## src/rtl/ps2_pkg.sv

```systemverilog
// PS/2 shared definitions: FSM states, frame bit indices, command codes.
// Used by both the host transmitter and the receive path.
package ps2_pkg;

  localparam logic [2:0] ST_IDLE      = 3'd0;
  localparam logic [2:0] ST_INHIBIT   = 3'd1;
  localparam logic [2:0] ST_REQ       = 3'd2;
  localparam logic [2:0] ST_SEND      = 3'd3;
  localparam logic [2:0] ST_ACK       = 3'd4;
  localparam logic [2:0] ST_WAIT_IDLE = 3'd5;

  localparam logic [3:0] PS2_BIT_PARITY = 4'd8;
  localparam logic [3:0] PS2_BIT_STOP   = 4'd9;

  localparam logic [7:0] PS2_CMD_RESET  = 8'hFF;
  localparam logic [7:0] PS2_CMD_ENABLE = 8'hF4;
  localparam logic [7:0] PS2_RESP_ACK   = 8'hFA;

  function automatic logic odd_parity(input logic [7:0] b);
    return ~^b;
  endfunction

endpackage

```

## src/rtl/ps2_line_filter.sv

```systemverilog
// PS/2 pad conditioner: 2-flop synchroniser plus a stability filter.
// The level only moves after FILTER_LEN consecutive disagreeing samples.
module ps2_line_filter #(
  parameter int FILTER_LEN = 20
) (
  input  logic clock,
  input  logic reset,
  input  logic pad,
  output logic level,
  output logic fall
);

  localparam int CW = (FILTER_LEN > 1) ? $clog2(FILTER_LEN) : 1;
  localparam logic [CW-1:0] CNT_LAST = CW'(FILTER_LEN - 1);

  logic [1:0]    sync;
  logic [CW-1:0] cnt;

  // bring the asynchronous pad into the clock domain
  always_ff @(posedge clock) begin
    if (reset) sync <= 2'b11;
    else       sync <= {sync[0], pad};
  end

  // debounce; fall pulses in the cycle the level first reads 0
  always_ff @(posedge clock) begin
    if (reset) begin
      level <= 1'b1;
      cnt   <= '0;
      fall  <= 1'b0;
    end else begin
      fall <= 1'b0;
      if (sync[1] == level) begin
        cnt <= '0;
      end else if (cnt == CNT_LAST) begin
        level <= sync[1];
        cnt   <= '0;
        fall  <= level;
      end else begin
        cnt <= cnt + 1'b1;
      end
    end
  end

endmodule

```

## src/rtl/ps2_host_tx.sv

```systemverilog
// PS/2 host-to-device transmitter: inhibit, request-to-send, 11 bits,
// device ACK check, then wait for the bus to go idle.
module ps2_host_tx
  import ps2_pkg::*;
#(
  parameter int INHIBIT_CYCLES = 5000,
  parameter int SETUP_CYCLES   = 50,
  parameter int TIMEOUT_CYCLES = 750000,
  parameter int FILTER_LEN     = 20
) (
  input  logic       clock,
  input  logic       reset,
  input  logic       io_cmd_valid,
  output logic       io_cmd_ready,
  input  logic [7:0] io_cmd_bits,
  input  logic       io_kclk_in,
  input  logic       io_kdata_in,
  output logic       io_kclk_oe,
  output logic       io_kdata_oe,
  output logic       io_busy,
  output logic       io_done,
  output logic       io_err
);

  localparam int DLY_MAX = (INHIBIT_CYCLES > SETUP_CYCLES)
                         ? INHIBIT_CYCLES : SETUP_CYCLES;
  localparam int DW = (DLY_MAX > 1) ? $clog2(DLY_MAX) : 1;
  localparam int TW = (TIMEOUT_CYCLES > 1) ? $clog2(TIMEOUT_CYCLES) : 1;

  localparam logic [DW-1:0] INH_LAST = DW'(INHIBIT_CYCLES - 1);
  localparam logic [DW-1:0] SET_LAST = DW'(SETUP_CYCLES - 1);
  localparam logic [TW-1:0] TO_LAST  = TW'(TIMEOUT_CYCLES - 1);

  logic [2:0]    state;
  logic [7:0]    shreg;
  logic          par;
  logic [3:0]    bitcnt;
  logic          dbit_oe;
  logic          err_r;
  logic [DW-1:0] dly_cnt;
  logic [TW-1:0] to_cnt;

  logic kclk_lvl;
  logic kclk_fall;
  logic kdata_lvl;
  logic unused_kdata_fall;
  logic idle_seen;
  logic to_hit;
  logic nbit;

  ps2_line_filter #(.FILTER_LEN(FILTER_LEN)) u_kclk (
    .clock (clock),
    .reset (reset),
    .pad   (io_kclk_in),
    .level (kclk_lvl),
    .fall  (kclk_fall)
  );

  ps2_line_filter #(.FILTER_LEN(FILTER_LEN)) u_kdata (
    .clock (clock),
    .reset (reset),
    .pad   (io_kdata_in),
    .level (kdata_lvl),
    .fall  (unused_kdata_fall)
  );

  assign idle_seen = kclk_lvl & kdata_lvl;
  assign to_hit    = (to_cnt == TO_LAST);

  assign io_cmd_ready = (state == ST_IDLE);
  assign io_busy      = (state != ST_IDLE);
  assign io_kclk_oe   = (state == ST_INHIBIT) || (state == ST_REQ);
  assign io_kdata_oe  = (state == ST_REQ) ||
                        ((state == ST_SEND) && dbit_oe);
  assign io_done      = (state == ST_WAIT_IDLE) && (idle_seen || to_hit);
  assign io_err       = io_done && (err_r || !idle_seen);

  // frame bit to present after the current kclk fall
  always_comb begin
    nbit = 1'b1;
    unique case (1'b1)
      (bitcnt < PS2_BIT_PARITY):  nbit = shreg[bitcnt[2:0]];
      (bitcnt == PS2_BIT_PARITY): nbit = par;
      default:                    nbit = 1'b1;
    endcase
  end

  // transfer sequencer with per-edge timeout
  always_ff @(posedge clock) begin
    if (reset) begin
      state   <= ST_IDLE;
      shreg   <= '0;
      par     <= 1'b0;
      bitcnt  <= '0;
      dbit_oe <= 1'b0;
      err_r   <= 1'b0;
      dly_cnt <= '0;
      to_cnt  <= '0;
    end else begin
      case (state)
        ST_IDLE: begin
          if (io_cmd_valid) begin
            shreg   <= io_cmd_bits;
            par     <= odd_parity(io_cmd_bits);
            err_r   <= 1'b0;
            dly_cnt <= '0;
            state   <= ST_INHIBIT;
          end
        end
        ST_INHIBIT: begin
          if (dly_cnt == INH_LAST) begin
            dly_cnt <= '0;
            state   <= ST_REQ;
          end else begin
            dly_cnt <= dly_cnt + 1'b1;
          end
        end
        ST_REQ: begin
          if (dly_cnt == SET_LAST) begin
            dly_cnt <= '0;
            bitcnt  <= '0;
            dbit_oe <= 1'b1;
            to_cnt  <= '0;
            state   <= ST_SEND;
          end else begin
            dly_cnt <= dly_cnt + 1'b1;
          end
        end
        ST_SEND: begin
          if (kclk_fall) begin
            to_cnt  <= '0;
            dbit_oe <= ~nbit;
            bitcnt  <= bitcnt + 1'b1;
            if (bitcnt == PS2_BIT_STOP) state <= ST_ACK;
          end else if (to_hit) begin
            err_r   <= 1'b1;
            dbit_oe <= 1'b0;
            to_cnt  <= '0;
            state   <= ST_WAIT_IDLE;
          end else begin
            to_cnt <= to_cnt + 1'b1;
          end
        end
        ST_ACK: begin
          if (kclk_fall) begin
            err_r  <= kdata_lvl;
            to_cnt <= '0;
            state  <= ST_WAIT_IDLE;
          end else if (to_hit) begin
            err_r  <= 1'b1;
            to_cnt <= '0;
            state  <= ST_WAIT_IDLE;
          end else begin
            to_cnt <= to_cnt + 1'b1;
          end
        end
        ST_WAIT_IDLE: begin
          if (idle_seen || to_hit) begin
            to_cnt <= '0;
            state  <= ST_IDLE;
          end else begin
            to_cnt <= to_cnt + 1'b1;
          end
        end
        default: state <= ST_IDLE;
      endcase
    end
  end

endmodule

```

## config.mk

```make
export PLATFORM = sky130hd
export DESIGN_NAME = ps2_host_tx
export DESIGN_NICKNAME = d
export VERILOG_FILES = /design/src/rtl/ps2_pkg.sv /design/src/rtl/ps2_line_filter.sv /design/src/rtl/ps2_host_tx.sv
export SDC_FILE = /design/constraint.sdc
export NUM_CORES = 1
export LEC_CHECK = 0
export CORE_MARGIN = 4
export CORE_UTILIZATION = 45
export DETAILED_ROUTE_END_ITERATION = 16
export SLEW_MARGIN = 40
export SYNTH_ARGS = -nofsm -noshare
export SYNTH_HDL_FRONTEND = slang
export SYNTH_SLANG_ARGS = --single-unit
```

## constraint.sdc

```tcl
create_clock -name clock -period 6.2 [get_ports clock]
set_clock_uncertainty 0.2 [all_clocks]
set_input_delay 1.24 -clock clock [delete_from_list [all_inputs] [get_ports clock]]
set_output_delay 1.24 -clock clock [all_outputs]
set_load 0.02 [all_outputs]
```

# Yosys cells after proc, flatten, opt, wreduce, memory -nomap -nowiden
# Index checks and enable logic that the tools add are counted.
word_totals:
  ff_bits: 68
  latch_bits: 0
  ramBits: 0
  romBits: 0
  elab_cells: 110
  memories: 0
op_classes:
  addsub: 5
  multipliers: 0
  div: 0
  order_cmp: 2
  eq_ne: 22
  n_shift: 0
  muxes: 33
  bitwise: 5
  n_reduce_logical: 28
ops:
  columns: ["op", "count"]
  rows:
  - ["$mux 20", 4]
  - ["$pmux 20 s3", 1]
  - ["$mux 13", 3]
  - ["$pmux 13 s3", 1]
  - ["$mux 3", 8]
  - ["$add 20x1->20 const B", 1]
  - ["$eq 20x20->1 const B", 1]
  - ["$pmux 3 s6", 1]
  - ["$add 13x1->13 const B", 1]
  - ["$eq 13x13->1 const B", 1]
  - ["$eq 13x6->1 const B", 1]
  - ["$reduce_bool 3->1", 4]
  - ["$add 5x1->5 const B", 2]
  - ["$eq 5x5->1 const B", 2]
  - ["$reduce_and 2->1", 5]
  - ["$reduce_and 3->1", 3]
  - ["$reduce_or 3->1", 3]
  - ["$eq 4x4->1 const B", 2]
  - ["$mux 1", 8]
  - ["$mux 4", 2]
  - ["$ne 2x1->1 const B", 4]
  - ["$pmux 4 s2", 1]
  - ["$reduce_xnor 8->1", 1]
  - ["$eq 3x2->1 const B", 2]
  - ["21 further kinds", 33]

# Logic depth before layout (Yosys ltp)
depth:
  ltp_word: 6
  mapped_depth: 8
  depth_no_buf: 7

# By module
# From an unflattened synthesis, not the netlist that was laid out.
unflattened:
  hier_cells: 401
  hier_area_um2: 3580.9
by_module_without_submodules:
  columns: ["mod", "n_inst", "cells_per_inst", "area_each_um2", "seq_area_each_um2"]
  rows:
  - ["ps2_host_tx", 1, 341, 2907.8, 1021.0]
  - ["ps2_line_filter", 2, 30, 336.6, 180.2]

# Least setup slack after synthesis
# OpenSTA, ideal clock, no wires.
synth_timing:
  kind: "reg2out"
  start: "reg to_cnt[5]"
  end: "out io_err"
  t_arrival_ps: 1633
  slack_ps: 3127
  path_stages_with_launch: 6
  path_buffers: 0
  cell_sequence: "dfxtp_1 or3b_1 nor4_2 and2_1 nand2_1 a21oi_1"
synth_via:
  elab_chain_cells: 4
synth_lines:
  columns: ["element", "line", "text"]
  rows:
  - ["from (decl)", "ps2_host_tx.sv:41", "logic [TW-1:0] to_cnt;"]
  - ["from (signal assigned)", "ps2_host_tx.sv:141", "to_cnt <= to_cnt + 1'b1;"]
  - ["from (signal assigned)", "ps2_host_tx.sv:154", "to_cnt <= to_cnt + 1'b1;"]
  - ["from (signal assigned)", "ps2_host_tx.sv:162", "to_cnt <= to_cnt + 1'b1;"]
  - ["$eq 20x20->1", "ps2_host_tx.sv:68", "assign to_hit = (to_cnt == TO_LAST);"]
  - ["$logic_or 1x1->1", "ps2_host_tx.sv:75", "assign io_done = (state == ST_WAIT_IDLE) && (idle_seen || to_hit);"]
  - ["$logic_and 1x1->1", "ps2_host_tx.sv:75", null]
  - ["$logic_and 1x1->1", "ps2_host_tx.sv:76", "assign io_err = io_done && (err_r || !idle_seen);"]
  - ["to (decl)", "ps2_host_tx.sv:22", "output logic io_err"]
# No other way between the ends.

# Final worst setup path
layout_timing:
  start: "reg to_cnt[0]"
  end: "out io_err"
# The elaborated chain is that of the path after synthesis.

==> metrics.txt <==
# TYPE chip_impl_metric gauge
chip_impl_info{name="run_status",value="finished, final reports clean"} 1
chip_impl_metric{name="finalSetupViolCount",unit=""} 0
chip_impl_info{name="cp_slowest_cell",value="sky130_fd_sc_hd__clkdlybuf4s50_1"} 1
chip_impl_metric{name="cts.path.max_buffers",unit=""} 2
chip_impl_metric{name="synth_largest_type_area_fraction",unit=""} 0.390
chip_impl_metric{name="p_leak",unit="uW"} 0.00133
chip_impl_metric{name="multi_input_comb_area",unit="um^2"} 2040
chip_impl_metric{name="period_minus_slack",unit="ns"} 4.05
chip_impl_metric{name="dr.pass1.iters",unit=""} 5
chip_impl_metric{name="vias_per_cell",unit=""} 5.59
chip_impl_metric{name="maxCapViolCount",unit=""} 0
chip_impl_metric{name="port-buffer-count",unit=""} 18
chip_impl_info{name="grt_setup_unrepaired",value="no"} 1
chip_impl_info{name="critical_path.top_delay_family",value="simple AND/OR/NAND/NOR gates"} 1
chip_impl_metric{name="die_area",unit="um^2"} 9240
chip_impl_metric{name="crit_fanout",unit=""} 5
chip_impl_metric{name="grt_use_total",unit=""} 0.182
chip_impl_metric{name="seq_area",unit="um^2"} 1360
chip_impl_metric{name="relSlewSlack",unit=""} 0.505
chip_impl_metric{name="initial_core_util",unit=""} 0.472
chip_impl_metric{name="cp_num_buf_inv",unit=""} 1
chip_impl_metric{name="timing_worst_slew_pin_value",unit="ns"} 0.742
chip_impl_metric{name="synth.ff_latch_count",unit=""} 68
chip_impl_metric{name="setup_tns",unit="ns"} 0
chip_impl_metric{name="die_w",unit="um"} 96.1
chip_impl_info{name="synthFlopType",value="sky130_fd_sc_hd__dfxtp_1"} 1
chip_impl_metric{name="coreArea",unit="um^2"} 7410
chip_impl_metric{name="grt_pass1_wl",unit="mm"} 13.3
chip_impl_info{name="hold_class",value="reg -> reg"} 1
chip_impl_metric{name="drive_above_1_share",unit=""} 0.0673
chip_impl_metric{name="fin_worst_hold_slack",unit="ns"} 0.214
chip_impl_metric{name="detailroute.via_count",unit=""} 3047
chip_impl_metric{name="grt_start_max_net_pins",unit=""} 26
chip_impl_metric{name="cell_area_synth",unit="um^2"} 3490
chip_impl_metric{name="clock_sinks",unit=""} 68
chip_impl_metric{name="crit_path_arrival_time",unit="ns"} 2.61
chip_impl_metric{name="grt_overflow",unit=""} 0
chip_impl_metric{name="fin_nets",unit=""} 462
chip_impl_metric{name="placementRows",unit=""} 31
chip_impl_info{name="crit_path_cell_trace",value="ha_1, nand3_1, nor4_2, and2_1, nand2_1, a21oi_1, clkdlybuf4s50_1"} 1
chip_impl_metric{name="number_of_synthesized_flops_with_an_enable_pin",unit=""} 0
chip_impl_info{name="yosys-top-cells-count",value="sky130_fd_sc_hd__dfxtp_1, sky130_fd_sc_hd__nor2_1, sky130_fd_sc_hd__nand2_1"} 1
chip_impl_info{name="crit_path_end_kind",value="output pin"} 1
chip_impl_metric{name="wl_cell",unit="um"} 14.0
chip_impl_info{name="crit_type",value="reg -> out"} 1
chip_impl_metric{name="synth_sequential_area_ratio",unit=""} 0.390
chip_impl_metric{name="powerDensity",unit="nW/um^2"} 291
chip_impl_metric{name="min_period_over_period",unit=""} 0.653
chip_impl_metric{name="vert_die_dim",unit="um"} 96.1
chip_impl_metric{name="max-vdd-ir-drop",unit="V"} 0.000161
chip_impl_metric{name="avgSynthCellArea",unit="um^2"} 8.26
chip_impl_metric{name="post-cts-setup-buffers",unit=""} 0
chip_impl_info{name="crit_path_start_kind",value="flop"} 1
chip_impl_metric{name="post_synthesis_cell_count",unit=""} 423
chip_impl_metric{name="dp_hpwl",unit="mm"} 5.39
chip_impl_metric{name="cts_hold_repair.buffers",unit=""} 0
chip_impl_metric{name="clock_transition_at_the_register_clock_pins_on_the_worst_setup_and_hold_paths_after_cts",unit="ns"} 0.08
chip_impl_metric{name="worst_path_largest_cell_delay",unit="ns"} 0.62
chip_impl_metric{name="detailedRoute.firstIterationViolations",unit=""} 156
chip_impl_metric{name="placed_cells",unit=""} 529
chip_impl_metric{name="post_cts.resized_instances",unit=""} 0
chip_impl_info{name="most_frequent_cell_after_synthesis",value="sky130_fd_sc_hd__dfxtp_1"} 1
chip_impl_info{name="cts_tree",value="done"} 1
chip_impl_metric{name="initial_antenna_violation_count",unit=""} 0
chip_impl_metric{name="ys.warnings.count",unit=""} 0
chip_impl_metric{name="clock.fmax",unit="GHz"} 0.247
chip_impl_metric{name="final_number_of_hold_violating_endpoints",unit=""} 0
chip_impl_metric{name="fill_cells",unit=""} 723
chip_impl_metric{name="synth_async_sr_flop_share",unit=""} 0
chip_impl_info{name="clk_root_buffer_cell",value="sky130_fd_sc_hd__clkbuf_8"} 1
chip_impl_metric{name="setup_ws",unit="ns"} 2.15
chip_impl_metric{name="preCtsSetupSlack",unit="ns"} 2.53
chip_impl_metric{name="final_cell_count_no_fill",unit=""} 545
chip_impl_metric{name="grt_pass1_vias",unit=""} 2793
chip_impl_info{name="synth_area_leaders",value="sky130_fd_sc_hd__dfxtp_1, sky130_fd_sc_hd__xnor2_1, sky130_fd_sc_hd__nor2_1"} 1
chip_impl_metric{name="cts_made_buffers",unit=""} 9
chip_impl_metric{name="required_time_reported_for_the_critical_path_endpoint",unit="ns"} 4.76
chip_impl_metric{name="insertedDiodeCount",unit=""} 0
chip_impl_metric{name="pins_over_slew_limit",unit=""} 0
chip_impl_metric{name="htree_levels",unit=""} 3
chip_impl_metric{name="number_of_nets_produced_by_synthesis",unit=""} 444
chip_impl_metric{name="source_to_sink_clock_delay_at_the_later_pin_of_the_worst_skew_pair",unit="ns"} 0.34
chip_impl_metric{name="antenna_violating_nets_post_route",unit=""} 0
chip_impl_metric{name="syn_to_final_growth",unit="%"} 13.2
chip_impl_metric{name="synthDistinctLibCells",unit=""} 56
chip_impl_metric{name="remaining_drc_errors",unit=""} 0
chip_impl_info{name="top_cell_type_by_total_area_after_synthesis",value="sky130_fd_sc_hd__dfxtp_1"} 1
chip_impl_metric{name="io_pins",unit=""} 19
chip_impl_metric{name="place.gp.congestion",unit=""} 0.816
chip_impl_metric{name="totalWireLength",unit="mm"} 7.62
## final timing paths
kind	start	to	slack, ns	cells after the start
min	u_kdata.sync[0]$_SDFF_PP1_	u_kdata.sync[1]$_SDFF_PP1_	0.21	1
min reg2reg	u_kdata.sync[0]$_SDFF_PP1_	u_kdata.sync[1]$_SDFF_PP1_	0.21	1
max	to_cnt[0]$_SDFFE_PP0P_	io_err	2.15	7
max reg2reg	state[2]$_SDFFE_PP0P_	to_cnt[3]$_SDFFE_PP0P_	3.34	5
## kinds of logic after synthesis
| logic type | synth area share |
|---|---|
| AND/OR/NAND/NOR | 0.301 |
| XOR/XNOR | 0.0928 |
| flip-flops | 0.390 |
| buffers and inverters | 0.0272 |
| adder cells (fa/ha/maj) | 0.0287 |
| multiplexers | 0.0129 |
| AO/OA/AOI/OAI | 0.148 |
## cells in the final DEF (no fill, tap or decap), types with 3 or more instances in the layout
cell type and count:
sky130_fd_sc_hd__and2_1 3, sky130_fd_sc_hd__xnor2_1 27, sky130_fd_sc_hd__or2_2 5, sky130_fd_sc_hd__nor2b_1 6
sky130_fd_sc_hd__a311oi_1 4, sky130_fd_sc_hd__nand2_1 50, sky130_fd_sc_hd__nand4_1 10, sky130_fd_sc_hd__o32ai_1 3
sky130_fd_sc_hd__clkbuf_8 9, sky130_fd_sc_hd__inv_1 11, sky130_fd_sc_hd__a2111oi_0 4, sky130_fd_sc_hd__a31oi_1 5
sky130_fd_sc_hd__nand3_1 20, sky130_fd_sc_hd__nor4_1 4, sky130_fd_sc_hd__clkinv_2 3, sky130_fd_sc_hd__and4_1 3
sky130_fd_sc_hd__or3_1 6, sky130_fd_sc_hd__a21oi_1 31, sky130_fd_sc_hd__nand2b_1 4, sky130_fd_sc_hd__ha_1 8
sky130_fd_sc_hd__xor2_1 10, sky130_fd_sc_hd__dfxtp_1 68, sky130_fd_sc_hd__clkdlybuf4s50_1 18, sky130_fd_sc_hd__or3b_1 4
sky130_fd_sc_hd__o21a_1 3, sky130_fd_sc_hd__a211oi_1 4, sky130_fd_sc_hd__or4_1 4, sky130_fd_sc_hd__nor2_1 54
sky130_fd_sc_hd__o21ai_0 5, sky130_fd_sc_hd__nor3_1 11, sky130_fd_sc_hd__and3_1 8, sky130_fd_sc_hd__clkinvlp_4 3
## stage by stage
stage                     power (uW)   util  area (um^2)
final                           1150  0.534         3950
after global routing            1220  0.534         3950
after CTS                       1160  0.534         3950
after detailed placement         801  0.508         3760
after global placement           801  0.508         3760
after floorplan                  701      -         3490
## state kept, by name, indices dropped and copies added (netlist names), 2 cells and up
register      cells
u_kdata.cnt       5
u_kdata.sync      2
shreg             8
state             3
to_cnt           20
u_kclk.sync       2
dly_cnt          13
bitcnt            4
u_kclk.cnt        5
## routing by layer
metal	track usage	part of all wire
met1	0.253	0.51
met2	0.277	0.44
met3	0.0360	0.044
met4	0.0711	0.012
met5	0	0
## cell type report
cell class | count | share of cell area
flip-flops and latches | 68 | 0.344
clock buffers | 9 | 0.0313
clock inverters | 7 | 0.0171
multi-input cells | 330 | 0.515
well taps | 99 | 0.0313
inverters | 12 | 0.0114
repair buffers | 20 | 0.0494
## power breakdown
part           switching (uW)  internal [uW]
Clock                     176            183
Sequential               38.2            460
Combinational             171            122
Note: power is estimated with default switching activity, not from simulation.
